## src/rtl/ps2_dir_queue.sv

```systemverilog
// PS/2 set-2 keyboard front end: decodes make/break/extended sequences into
// per-player direction turns, drops illegal turns and queues the rest per player.
module ps2_dir_queue #(
    parameter int NUM_PLAYERS = 2,
    parameter int QUEUE_DEPTH = 4
) (
    input  logic                     clock,
    input  logic                     reset_n,
    input  logic                     ps2_code_new,
    input  logic [7:0]               ps2_code,
    input  logic                     step,
    output logic [2*NUM_PLAYERS-1:0] dirs,
    output logic                     restart,
    output logic [NUM_PLAYERS-1:0]   overflow
);

    localparam int AW = $clog2(QUEUE_DEPTH);
    localparam int PW = AW + 1;
    localparam logic [PW-1:0] PTR_ONE = {{(PW-1){1'b0}}, 1'b1};

    localparam logic [7:0] CODE_EXT   = 8'hE0;
    localparam logic [7:0] CODE_BRK   = 8'hF0;
    localparam logic [7:0] CODE_SPACE = 8'h29;

    typedef enum logic [1:0] {
        DIR_UP    = 2'b00,
        DIR_DOWN  = 2'b01,
        DIR_LEFT  = 2'b10,
        DIR_RIGHT = 2'b11
    } dir_t;

    typedef enum logic [1:0] {
        PS_IDLE,
        PS_EXT,
        PS_BRK,
        PS_EXT_BRK
    } prefix_t;

    // Opposite directions differ only in bit 0 with this encoding.
    function automatic logic [1:0] init_dir(input int p);
        logic [1:0] d;
        case (p)
            0:       d = DIR_RIGHT;
            1:       d = DIR_LEFT;
            2:       d = DIR_UP;
            default: d = DIR_DOWN;
        endcase
        return d;
    endfunction

    // Returns {hit, dir} for player p's row of the keymap.
    function automatic logic [2:0] key_lookup(input int p, input logic ext, input logic [7:0] code);
        logic [7:0] c_up;
        logic [7:0] c_dn;
        logic [7:0] c_lt;
        logic [7:0] c_rt;
        logic       need_ext;
        logic [2:0] res;
        case (p)
            0: begin
                need_ext = 1'b0;
                c_up = 8'h1D; c_dn = 8'h1B; c_lt = 8'h1C; c_rt = 8'h23;
            end
            1: begin
                need_ext = 1'b1;
                c_up = 8'h75; c_dn = 8'h72; c_lt = 8'h6B; c_rt = 8'h74;
            end
            2: begin
                need_ext = 1'b0;
                c_up = 8'h75; c_dn = 8'h72; c_lt = 8'h6B; c_rt = 8'h74;
            end
            default: begin
                need_ext = 1'b0;
                c_up = 8'h43; c_dn = 8'h42; c_lt = 8'h3B; c_rt = 8'h4B;
            end
        endcase
        res = 3'b000;
        if (ext == need_ext) begin
            if (code == c_up)      res = {1'b1, DIR_UP};
            else if (code == c_dn) res = {1'b1, DIR_DOWN};
            else if (code == c_lt) res = {1'b1, DIR_LEFT};
            else if (code == c_rt) res = {1'b1, DIR_RIGHT};
        end
        return res;
    endfunction

    logic [1:0] hist_reg;
    logic       byte_event;
    prefix_t    prefix_reg;
    prefix_t    prefix_next;
    logic       ext_flag;
    logic       brk_flag;
    logic       byte_valid;
    logic       make_valid;
    logic       restart_hit;
    logic       restart_reg;

    always_ff @(posedge clock) begin
        if (!reset_n) begin
            hist_reg <= 2'b00;
        end else begin
            hist_reg <= {hist_reg[0], ps2_code_new};
        end
    end

    assign byte_event = (hist_reg == 2'b01);

    always_ff @(posedge clock) begin
        if (!reset_n) begin
            prefix_reg <= PS_IDLE;
        end else begin
            prefix_reg <= prefix_next;
        end
    end

    always_comb begin
        prefix_next = prefix_reg;
        byte_valid  = 1'b0;
        ext_flag    = (prefix_reg == PS_EXT) || (prefix_reg == PS_EXT_BRK);
        brk_flag    = (prefix_reg == PS_BRK) || (prefix_reg == PS_EXT_BRK);
        if (byte_event) begin
            if (ps2_code == CODE_EXT) begin
                prefix_next = brk_flag ? PS_EXT_BRK : PS_EXT;
            end else if (ps2_code == CODE_BRK) begin
                prefix_next = ext_flag ? PS_EXT_BRK : PS_BRK;
            end else begin
                prefix_next = PS_IDLE;
                byte_valid  = 1'b1;
            end
        end
    end

    assign make_valid  = byte_valid && !brk_flag;
    assign restart_hit = byte_valid && brk_flag && !ext_flag && (ps2_code == CODE_SPACE);

    always_ff @(posedge clock) begin
        if (!reset_n) begin
            restart_reg <= 1'b0;
        end else begin
            restart_reg <= restart_hit;
        end
    end

    assign restart = restart_reg;

    genvar gi;
    generate
        for (gi = 0; gi < NUM_PLAYERS; gi++) begin : g_player
            logic [1:0]    mem_reg [QUEUE_DEPTH];
            logic [PW-1:0] wr_ptr_reg;
            logic [PW-1:0] rd_ptr_reg;
            logic [1:0]    last_reg;
            logic [1:0]    dir_reg;
            logic          ovf_reg;
            logic [2:0]    lookup;
            logic [1:0]    dec_dir;
            logic          empty;
            logic          full;
            logic          pop;
            logic          want_push;
            logic          push;

            assign lookup  = key_lookup(gi, ext_flag, ps2_code);
            assign dec_dir = lookup[1:0];
            assign empty   = (wr_ptr_reg == rd_ptr_reg);
            assign full    = (wr_ptr_reg[AW-1:0] == rd_ptr_reg[AW-1:0]) &&
                             (wr_ptr_reg[AW] != rd_ptr_reg[AW]);

            // last tracks the queue tail, which equals dirs once the queue drains.
            assign want_push = make_valid && lookup[2] &&
                               (dec_dir != last_reg) && (dec_dir != (last_reg ^ 2'b01));
            assign pop  = step && !empty;
            assign push = want_push && (!full || pop);

            always_ff @(posedge clock) begin
                if (!reset_n || restart_hit) begin
                    wr_ptr_reg <= '0;
                    rd_ptr_reg <= '0;
                    last_reg   <= init_dir(gi);
                    dir_reg    <= init_dir(gi);
                    ovf_reg    <= 1'b0;
                end else begin
                    ovf_reg <= want_push && full && !pop;
                    if (pop) begin
                        dir_reg    <= mem_reg[rd_ptr_reg[AW-1:0]];
                        rd_ptr_reg <= rd_ptr_reg + PTR_ONE;
                    end
                    if (push) begin
                        wr_ptr_reg <= wr_ptr_reg + PTR_ONE;
                        last_reg   <= dec_dir;
                    end
                end
            end

            always_ff @(posedge clock) begin
                if (push) begin
                    mem_reg[wr_ptr_reg[AW-1:0]] <= dec_dir;
                end
            end

            assign dirs[2*gi +: 2] = dir_reg;
            assign overflow[gi]    = ovf_reg;
        end
    endgenerate

endmodule

```

## config.mk

```make
export PLATFORM = sky130hd
export DESIGN_NAME = ps2_dir_queue
export DESIGN_NICKNAME = d
export VERILOG_FILES = /design/src/rtl/ps2_dir_queue.sv
export SDC_FILE = /design/constraint.sdc
export NUM_CORES = 1
export LEC_CHECK = 0
export ABC_AREA = 1
export CORE_ASPECT_RATIO = 0.8
export CORE_UTILIZATION = 60
export DETAILED_ROUTE_END_ITERATION = 10
export MAX_ROUTING_LAYER = met4
export PLACE_DENSITY = 0.86
export RECOVER_POWER = 50
export SLEW_MARGIN = 25
export SYNTH_ARGS = -nofsm -noshare
export SYNTH_HDL_FRONTEND = slang
export SYNTH_SLANG_ARGS = --single-unit
```

## constraint.sdc

```tcl
create_clock -name clock -period 5.1 [get_ports clock]
set_input_delay 1.02 -clock clock [delete_from_list [all_inputs] [get_ports clock]]
set_output_delay 1.02 -clock clock [all_outputs]
set_load 0.02 [all_outputs]
```

* Yosys cells after proc, flatten, opt, wreduce, memory -nomap -nowiden
Memory sizes are Yosys's and may differ from the RTL's. A register that Yosys moved wholly into a read port is not among the register bits. Index checks and enable logic that the tools add are counted.
Operators by class: add/subtract/negate cells 4, $mul 0, div/mod/pow operators 0, order comparisons 0, equal/unequal tests 25, shift-type cells 0, mux-type cells 21, bitwise operators 2, reductions and logical operators 34
Operators by type and width (count):
- $eq 8x7->1 const B | 4
- $mux 3 | 10
- $eq 8x5->1 const B | 3
- $logic_and 1x1->1 | 20
- $eq 8x6->1 const B | 2
- $eq 8x8->1 const B | 2
- $add 3x1->3 const B | 4
- $logic_not 1->1 | 9
- $mux 1 | 8
- $ne 2x2->1 | 4
- $eq 3x3->1 | 2
- $mux 2 | 3
- $logic_or 1x1->1 | 5
- $eq 2x1->1 const B | 2
- $eq 2x2->1 | 2
- $eq 2x2->1 const B | 2
- $ne 1x1->1 | 2
- $not 1->1 | 2
Word-level totals: bits in registers 23, bits in latches 0, bits in writable memories 16, memory bits (read-only) 0, bits of input ports 12, memories kept 2
Memories:
- g_player[0].mem_reg | depth 4, width 2, rd ports 1, clocked after Yosys merged registers in 1, wr ports 1, line 149 | logic [1:0] mem_reg [QUEUE_DEPTH];
- g_player[1].mem_reg | depth 4, width 2, rd ports 1, clocked after Yosys merged registers in 1, wr ports 1, line 149

* Longest topological paths before layout
word-level depth 12, mapped depth 13, gate-level depth less buffers 13

* Worst setup path after synthesis
No wires, ideal clock.
kind in2reg, from input port ps2_code[1], to memory g_player[1].mem_reg[0][0], enable pin, setup time 0.309 ns, data arrival time 2.003 ns, required time 4.791 ns, slack 2.788 ns, stages on the path 10, cell sequence inv_1 > nand2_1 > nor2_2 > nand2_1 > nand2_1 > nor2_2 > nand2_2 > nor2_2 > nand4_1 > nor2_1
On the way: word-level cells in the longest chain between the ends 12
RTL lines:
- from (decl) | line 10 | input logic [7:0] ps2_code,
- $eq 8x7->1 | line 82 | else if (code == c_rt) res = {1'b1, DIR_RIGHT};
- $mux 3 | line 82
- $mux 3 | line 81 | else if (code == c_lt) res = {1'b1, DIR_LEFT};
- $mux 3 | line 80 | else if (code == c_dn) res = {1'b1, DIR_DOWN};
- $mux 3 | line 79 | if (code == c_up) res = {1'b1, DIR_UP};
- $mux 3 | line 78 | if (ext == need_ext) begin
- $ne 2x2->1 / $logic_and 1x1->1 (equally long branches) | line 171, 170
- $logic_and 1x1->1 | line 170 | assign want_push = make_valid && lookup[2] &&
- $logic_and 1x1->1 * | line 171 | (dec_dir != last_reg) && (dec_dir != (last_reg ^ 2'b01));
- $logic_and 1x1->1 * | line 173 | assign push = want_push && (!full || pop);
- $mux 1 * | line 196 | if (push) begin
- $mux 1 (not written as such) * | line 197 | mem_reg[wr_ptr_reg[AW-1:0]] <= dec_dir;
- to (decl) | line 149
Mark *: on every way between the ends. The rest lies on a longest branch, timed or not.

* Worst setup path in the final report
from input port ps2_code[0], to register g_player[0].rd_ptr_reg[2]
On the way: word-level cells in the longest chain between the ends 8
RTL lines:
- $eq 8x8->1 | line 124 | end else if (ps2_code == CODE_BRK) begin
- $mux 1 | line 124
- $mux 1 | line 122 | if (ps2_code == CODE_EXT) begin
- $mux 1 | line 121 | if (byte_event) begin
- $logic_and 1x1->1 (2 in series) | line 134 | assign restart_hit = byte_valid && brk_flag && !ext_flag && (ps2_code == CODE_SPACE);
- $logic_and 1x1->1 * | line 134
- $logic_or 1x1->1 * | line 176 | if (!reset_n || restart_hit) begin
- to (signal assigned) | line 186 | rd_ptr_reg <= rd_ptr_reg + PTR_ONE;
- to (decl) | line 151 | logic [PW-1:0] rd_ptr_reg;
Marks and branches as above. A chain may end at the register's enable or synchronous reset.

==> flow_summary.ini <==
[timing]
finalCritPeriodShare_pct = 58.7
maxSlewViolCount = 0
rsz0062_at_grt = no
min_period_ns = 2.99
setup_tns_ns = 0
skew_ns = 0.00676
fmax_ghz = 0.334
whs_ns = 0.425
setup-violations-final = 0
slew-limit-headroom_pct = 71.6
worstMarginPinSlew_ns = 0.425
hold_viol = 0

[final_layout]
final_nets = 337
drive_gt1_share_pct = 6.33
area_growth_pct = 13.3
fill_cells = 256
final_common_cell = nand2_1
utilization_pct = 72.1
antenna_cells = 0
layout.cells.non_filler = 358
final_cell_mix = 76 x nand2_1, 55 x nor2_1, 38 x inv_1
largest_reg_flops = 16

[run]
maxCapViolations = 0

[place]
dpl.cell_count = 350
gp_congestion = 0.943
port_buffers = 18
detailed_place_hpwl_um = 2960

[worst_setup_path]
r2r-start = hist_reg[0]$_SDFF_PN0_
startpoint_type = primary input
cp_common_cell = nand2_1
r2r-end = g_player[1].mem_reg[0][0]$_DFFE_PP_
crit_arrival_ns = 3.20
slowest_delay_ns = 0.57
slowest_stage = dlygate4sd3_1
cp_num_buf_inv = 3
endpoint_kind = flip-flop
critPathMaxFanout = 11
cp.depth = 12
ff2ff_path_depth = 8
worstSetupStartpoint = ps2_code[0]
cpLargestDelayFamily = simple AND/OR/NAND/NOR gates
crit_path_cell_trace = dlygate4sd3_1 -> inv_1 -> nand2_1 -> nor2_1 -> nand2_1 -> nand2_1 -> nor2_1 -> nand3_1 -> nand2_1 -> inv_2 -> o21ai_0 -> a21oi_1
crit_type = primary input to flip-flop
reg2reg_setup_slack_ns = 3.25
worstPathRequired_ns = 5.31

[status]
status = completed

[min_path]
hold_path.class = flip-flop to flip-flop
hold_end = hist_reg[1]$_SDFF_PN0_
worstHoldStart = hist_reg[0]$_SDFF_PN0_
holdPathStages = 2

[power_and_ir_drop]
leakage_uw = 0.00112
ir_drop_mv = 0.284
power_density_nw_per_um2 = 253

[cts]
clk_latency_ns = 0.29
holdBufCountCts = 0
cts_sinks = 41
cts_tree = yes
cts_resized = 0
cts_setup_buffers = 0
path_clk_slew_ns = 0.07
clk_path_buf_depth = 2
cts_root_buffer = clkbuf_8
htreeDepth = 2
numCtsBuffers = 5

[logic_synthesis]
ys_seq_area_share_pct = 44.4
synth_area_sq_um = 2210
synth.distinct_cells = 26
synth_area_per_cell_sq_um = 7.51
syn-num-nets = 316
ys_ff_latch = 41
ys_warn_count = 0
synthesis.instances = 294

[grt]
grt_pass1_vias = 1671
grt-ovfl-total = 0
track_usage_pct = 23.2
grt_pass1_wl_um = 7040
grt_max_degree = 13
antenna_found_initial = 0

[floorplan]
die_w_um = 69.8
die_area_sq_um = 3930
start_util_pct = 63.6
top_level_ports = 19
rows = 19
coreArea_sq_um = 3470
die_y_um = 56.3

[detailed_routing]
drt.antenna.violating_nets = 0
drt_first_pass_iters = 5
wl_per_cell_um = 11.1
wl_um = 3970
drcViolationCount = 0
vias_per_cell = 5.15
vias = 1843
drt-initial-drc-count = 94
through the flow:
| step | total power [uW] | setup slack [ns] | area (sq um) |
|---|---|---|---|
| finish | 633 | 2.11 | 2500 |
| global route | 655 | 1.83 | 2500 |
| CTS | 638 | 2.34 | 2520 |
| detailed placement | 379 | 2.04 | 2400 |
| global placement | 379 | 2.08 | 2400 |
| floorplan | 365 | 2.79 | 2210 |
worst max path at each step:
stage / endpoint / slack (ns)
after floorplan: g_player[1].mem_reg[0][0]$_DFFE_PP_ / 2.79
final: g_player[0].rd_ptr_reg[2]$_SDFFE_PP0P_ / 2.11
after global routing: g_player[1].wr_ptr_reg[0]$_SDFFE_PP0P_ / 1.83
after global placement: g_player[1].mem_reg[1][1]$_DFFE_PP_ / 2.08
after detailed placement: g_player[1].mem_reg[0][0]$_DFFE_PP_ / 2.04
after CTS: g_player[1].mem_reg[0][0]$_DFFE_PP_ / 2.34
worst reg2reg max path, stage by stage (launching register included):
cell,delay (ns)
dfxtp_1,0.33
inv_1,0.04
nor2_1,0.21
inv_1,0.07
nor2_1,0.18
nand2_2,0.11
nor2_2,0.20
nand4_1,0.19
nor2_1,0.23
routing by layer:
layer	global-route usage [%]	up-vias	wire length, um
met5	-	-	0
met4	6.57	0	28
met2	36.7	55	1810
met1	30.1	812	1890
met3	5.39	4	238
li1	-	972	-
logic make-up after synthesis:
family | count (synthesis) | synth area share, %
buf+inv | 47 | 9.18
simple gates | 162 | 31.3
fa+ha+maj | 10 | 5.67
compound gates | 28 | 7.03
flops | 41 | 44.4
xor+xnor | 6 | 2.38
final cells by class:
cell class                 count  area [sq um]  area share (%)
sequential                    41           981            39.2
multi-input combinational    206          1010            40.4
inverter                      43           163            6.50
tap                           42          52.6            2.10
clock buffer                   7          86.3            3.45
timing repair buffer          18           180            7.20
clock inverter                 1          30.0            1.20
report_power, final:
group	switching [uW]	internal [uW]
combinational	18.6	12.6
sequential	0.656	339
clock	103	159
cells in the mapped netlist:
cell,instances,share of area (%)
a21oi_1,14,3.2
dfxtp_1,25,23
nand2_2,4,1.1
nor2_2,4,1.1
nand4_1,3,0.85
xnor2_1,2,0.79
nor3_1,2,0.45
clkinv_2,1,0.23
xor2_1,4,1.6
clkbuf_8,1,0.62
buf_6,1,0.51
o32ai_1,4,1.6
ha_1,10,5.7
nor4_1,1,0.28
nand2_1,74,13
o21ai_0,10,2.3
inv_2,4,0.68
nand3b_1,1,0.34
nand2_4,1,0.51
edfxtp_1,16,22
nor2_1,53,9.0
nor2_4,1,0.51
inv_1,38,6.5
nand3_2,2,0.91
nand3_1,16,3.6
buf_4,2,0.68
No activity file was read; power rests on OpenSTA's default activity.
